**config.mk**
```make
export PLATFORM = sky130hd
export DESIGN_NAME = cc_ctrl_seq
export DESIGN_NICKNAME = d
export VERILOG_FILES = /design/src/rtl/cc_ctrl_seq.sv
export SDC_FILE = /design/constraint.sdc
export NUM_CORES = 1
export LEC_CHECK = 0
export ABC_CLOCK_PERIOD_IN_PS = 2900
export CAP_MARGIN = 20
export CORE_ASPECT_RATIO = 1.2
export CORE_MARGIN = 2
export CORE_UTILIZATION = 50
export CTS_BUF_LIST = sky130_fd_sc_hd__clkbuf_8
export DETAILED_ROUTE_END_ITERATION = 10
export PLACE_DENSITY = 0.81
export SETUP_SLACK_MARGIN = 0.3
export SYNTH_ARGS = -nofsm -noshare
export SYNTH_HDL_FRONTEND = slang
export SYNTH_SLANG_ARGS = --single-unit
export TNS_END_PERCENT = 50
```
**constraint.sdc**
```tcl
create_clock -name clock -period 2.9 [get_ports clock]
set_clock_uncertainty 0.1 [all_clocks]
set_input_delay 0.435 -clock clock [delete_from_list [all_inputs] [get_ports clock]]
set_output_delay 0.435 -clock clock [all_outputs]
set_load 0.01 [all_outputs]
```
**src/rtl/cc_ctrl_seq.sv**
```systemverilog
// Command sequencer driving the cc decoder pi bus (setup/strobe/recover) with a response FIFO.
// Optional macro CC_SEQ_PARITY_EN drives odd data parity on pi_bus[13].
module cc_ctrl_seq #(
  parameter int unsigned SETUP_CYC = 1,
  parameter int unsigned HOLD_CYC  = 2,
  parameter int unsigned TIMEOUT   = 15,
  parameter int unsigned RSP_DEPTH = 4
) (
  input  logic        clock,
  input  logic        reset,
  input  logic        cmd_valid,
  output logic        cmd_ready,
  input  logic [1:0]  cmd_op,
  input  logic [7:0]  cmd_data,
  output logic [20:0] pi_bus,
  input  logic [19:0] po_bus,
  output logic        rsp_valid,
  input  logic        rsp_ready,
  output logic [19:0] rsp_data,
  output logic        rsp_err,
  output logic        busy
);

  localparam int unsigned AW = $clog2(RSP_DEPTH);
  localparam logic [7:0]  SETUP_C   = 8'(SETUP_CYC);
  localparam logic [7:0]  HOLD_C    = 8'(HOLD_CYC);
  localparam logic [7:0]  TIMEOUT_C = 8'(TIMEOUT);
  localparam logic [AW:0] FULL_C    = (AW+1)'(RSP_DEPTH);

  typedef enum logic [1:0] {S_IDLE, S_SETUP, S_STROBE, S_RECOVER} state_t;
  typedef enum logic [1:0] {OP_WRITE = 2'b00, OP_READ = 2'b01, OP_ABORT = 2'b10, OP_RSVD = 2'b11} op_t;

  state_t        state_q, state_d;
  op_t           op_q, op_d;
  logic [7:0]    data_q, data_d;
  logic [7:0]    cnt_q, cnt_d;

  logic [20:0]   mem_q [RSP_DEPTH];
  logic [AW-1:0] wr_ptr_q, rd_ptr_q;
  logic [AW:0]   count_q, count_d;

  logic          full, push, pop;
  logic [20:0]   push_word;

  assign full      = (count_q == FULL_C);
  assign rsp_valid = (count_q != '0);
  assign pop       = rsp_valid & rsp_ready;
  assign busy      = (state_q != S_IDLE);
  assign rsp_data  = rsp_valid ? mem_q[rd_ptr_q][19:0] : '0;
  assign rsp_err   = rsp_valid ? mem_q[rd_ptr_q][20]   : 1'b0;

  always_comb begin
    state_d   = state_q;
    op_d      = op_q;
    data_d    = data_q;
    cnt_d     = cnt_q;
    push      = 1'b0;
    push_word = '0;
    cmd_ready = 1'b0;
    case (state_q)
      S_IDLE: begin
        cmd_ready = !full && !reset;
        if (cmd_valid && cmd_ready) begin
          op_d   = op_t'(cmd_op);
          data_d = cmd_data;
          if (op_t'(cmd_op) == OP_RSVD) begin
            push      = 1'b1;
            push_word = {1'b1, 20'h00000};
          end else begin
            state_d = S_SETUP;
            cnt_d   = 8'd1;
          end
        end
      end
      S_SETUP: begin
        if (cnt_q >= SETUP_C) begin
          state_d = S_STROBE;
          cnt_d   = 8'd1;
        end else begin
          cnt_d = cnt_q + 8'd1;
        end
      end
      S_STROBE: begin
        // ABORT completes on the hold count alone; others need ack or hit the timeout
        if (op_q == OP_ABORT) begin
          push = (cnt_q >= HOLD_C);
        end else if (cnt_q >= HOLD_C && po_bus[9]) begin
          push = 1'b1;
        end else if (cnt_q == TIMEOUT_C) begin
          push         = 1'b1;
          push_word[20] = 1'b1;
        end
        if (push) begin
          push_word[19:0] = po_bus;
          state_d         = S_RECOVER;
        end else begin
          cnt_d = cnt_q + 8'd1;
        end
      end
      S_RECOVER: state_d = S_IDLE;
      default:   state_d = S_IDLE;
    endcase
  end

  always_comb begin
    pi_bus = '0;
    if (state_q == S_SETUP || state_q == S_STROBE) begin
      pi_bus[7:0] = data_q;
      pi_bus[11]  = (op_q == OP_ABORT);
      pi_bus[15]  = (op_q == OP_READ);
`ifdef CC_SEQ_PARITY_EN
      pi_bus[13]  = ~^data_q;
`else
      pi_bus[13]  = 1'b0;
`endif
      if (state_q == S_STROBE) begin
        pi_bus[8]  = 1'b1;
        pi_bus[9]  = 1'b1;
        pi_bus[10] = 1'b1;
        pi_bus[12] = 1'b1;
      end
    end
  end

  always_comb begin
    count_d = count_q;
    case ({push, pop})
      2'b10:   count_d = count_q + 1'b1;
      2'b01:   count_d = count_q - 1'b1;
      default: count_d = count_q;
    endcase
  end

  always_ff @(posedge clock) begin
    if (reset) begin
      state_q  <= S_IDLE;
      op_q     <= OP_WRITE;
      data_q   <= '0;
      cnt_q    <= '0;
      wr_ptr_q <= '0;
      rd_ptr_q <= '0;
      count_q  <= '0;
    end else begin
      state_q <= state_d;
      op_q    <= op_d;
      data_q  <= data_d;
      cnt_q   <= cnt_d;
      count_q <= count_d;
      if (push) wr_ptr_q <= wr_ptr_q + 1'b1;
      if (pop)  rd_ptr_q <= rd_ptr_q + 1'b1;
    end
  end

  always_ff @(posedge clock) begin
    if (push && !reset) mem_q[wr_ptr_q] <= push_word;
  end

endmodule

```
==> results.cfg <==
[floorplan]
io_pins = 79
die_x_um = 96.0
placementRows = 40
fp.coreArea_um2 = 9960
die-area_um2 = 11000
die_h_um = 114
start_util_pct = 51.0

[synthesis]
synth.distinct_cells = 48
syn_avg_cell_area_um2 = 14.2
syn_inst = 359
ys_async_sr_fraction_pct = 0
syn_area_um2 = 5080
ys_seq_area_share_pct = 61.1
synthFlopType = edfxtp_1
synth-edff-count = 84
yosys_warnings = 0
ys_ff_latch = 113

[clocking]
cts_root_buf = clkbuf_8
clkSlewWorstSetupHoldPaths_ps = 70
cts_made_buffers = 17
holdBufCountCts = 0
cts_max_level = 4
clock_sinks = 113
tritoncts = done
clock_latency_ps = 420
clock_tree.buffer_depth = 2

[sta]
rsz0062_at_grt = true
fmax_mhz = 373
maxSlewViolCount = 0
tns_ps = 0
fin_crit_sh_pct = 92.4
finalHoldViolCount = 0
hold_ws_ps = 393
setup_viol = 0
relSlewSlack_pct = 62.4
tightest_slew_ps = 558
min_period_ps = 2680

[pwr]
p_per_area_nw_per_um2 = 687
power_mw = 4.53
p_clk_share_pct = 35.4
p_leak_nw = 2.54
internal_power_mw = 3.39
vdd_ir_drop_max_v = 0.000432
p_seq_share_pct = 40.2
p_comb_share_pct = 24.5
switching_share_pct = 25.2
power.switching_mw = 1.14

[cells_and_area]
multiInputGateArea_um2 = 1820
nNetsFinal = 503
area_delta_synth_final_pct = 29.8
final-seq-area_um2 = 3110
num-fill-cells = 691
stdcell_area_um2 = 6590
finish.utilization_pct = 66.2
final_cell_mix = edfxtp_1 (84), and2_1 (56), clkdlybuf4s50_1 (51)
drive_gt1_share_pct = 20.3
final_common_cell = edfxtp_1
n_antenna_cell = 0

[routing]
ant_nets = 0
drcViolationCount = 0
wl_per_cell_um = 17.4
dr_total_vias = 3151
routed_wl_mm = 10.4
via_per_inst = 5.30
drt_first_pass_iters = 4
detail_route.iter0.violations = 202

[global_route]
grt_pass1_wl_mm = 16.2
grt_pass1_vias = 3217
grt_max_degree = 34
overflow = 0
antenna_found_initial = 0
grt_usage_pct = 20.3

[setup_path]
path_max_fanout = 3
crit_arrival_ps = 2930
required_ps = 3150
worst_setup_path_start_kind = flip-flop
critPathKind = reg2reg
critPathCaptureType = flip-flop
ff2ff_setup_slack_ps = 220

[placement]
post-dp-hpwl_mm = 6.14
place_area_um2 = 5990
port_buffers = 71
place_congestion = 0.812

[hold_path]
hp-class = reg2reg

[job]
drv_cap = 0

[status]
status = finished clean
## cell type report
class	count	area share, %
clock buffer	17	3.55
timing repair buffer	95	15.2
tap	126	2.39
multi-input combinational	209	27.6
clock inverter	15	3.04
sequential	113	47.2
inverter	19	1.08
## routing by layer
layer / vias up / part of all wire [%] / global-route usage (%)
li1: 1501 / - / -
met1: 1534 / 38 / 23.2
met2: 108 / 56 / 36.1
met3: 8 / 4.8 / 5.66
met4: 0 / 1.3 / 6.57
met5: - / 0 / 0
## worst max-delay path, cell delays in order (launching register included)
cell      delay (ps)
dfxtp_4          360
inv_2             50
ha_1             190
or4_4            450
nor2_4           100
o211ai_1         100
inv_1             80
ha_2             180
inv_1             50
fa_2             330
xor2_1           160
or3_1            330
a21oi_2          130
## path summary, 6_finish.rpt
| check | from | cells after the start | endpoint |
|---|---|---|---|
| worst max-delay path | cnt_q[0]$_SDFFE_PP0P_ | 12 | count_q[2]$_SDFFE_PP0P_ |
| worst min-delay path | data_q[1]$_SDFFE_PP0P_ | 2 | data_q[1]$_SDFFE_PP0P_ |
| worst max register to register | cnt_q[0]$_SDFFE_PP0P_ | 12 | count_q[2]$_SDFFE_PP0P_ |
| worst min register to register | data_q[1]$_SDFFE_PP0P_ | 2 | data_q[1]$_SDFFE_PP0P_ |
## registers in the layout, indices dropped and copies added (netlist names), named ones only
name and count:
cnt_q 8, rd_ptr_q 2, data_q 8, op_q 2, wr_ptr_q 2, state_q 2
count_q 3, mem_q 84
## synth_stat cells (6+ instances only)
cell / count / share of area, %
nor2_1: 21 / 1.6
mux4_2: 21 / 9.3
and2_1: 56 / 6.9
or3_1: 7 / 0.86
edfxtp_1: 84 / 50
o21ai_0: 6 / 0.59
a21oi_1: 8 / 0.79
mux2i_1: 12 / 2.4
dfxtp_1: 29 / 11
nand2_1: 8 / 0.59
buf_4: 10 / 1.5
inv_1: 19 / 1.4
ha_1: 13 / 3.2
clkbuf_1: 10 / 0.74
## power by group through the flow
stage	Clock, mW	Combinational, mW	Sequential (mW)
detailed placement	0	0.998	1.85
global placement	0	0.983	1.84
global route	1.70	1.21	1.83
floorplan	0	0.638	1.84
finish	1.60	1.11	1.82
CTS	1.62	1.08	1.82
## kinds of logic (layout without fill, tap and decap cells)
family	Yosys count	count (layout)	synth area share, %
adder cells (fa/ha/maj)	14	14	3.60
other	1	7	0.0738
AO/OA/AOI/OAI	28	28	4.29
buffers and inverters	43	146	4.14
flip-flops	113	113	61.1
AND/OR/NAND/NOR	121	121	14.1
XOR/XNOR	5	5	0.862
multiplexers	34	34	11.9
## metrics by stage
| step | cells | setup slack (ps) |
|---|---|---|
| after floorplan | 365 | 228 |
| after global placement | 551 | 238 |
| after detailed placement | 551 | 158 |
| after CTS | 590 | 122 |
| after global routing | 594 | 133 |
| final | 594 | 221 |
## what timing repair did
item	CTS	global route
pin swaps	2	3
buffers inserted	5	4
cloned	2	0
resized for setup	18	16
setup endpoints to repair	33	43
(Power assumes the default switching activity.)
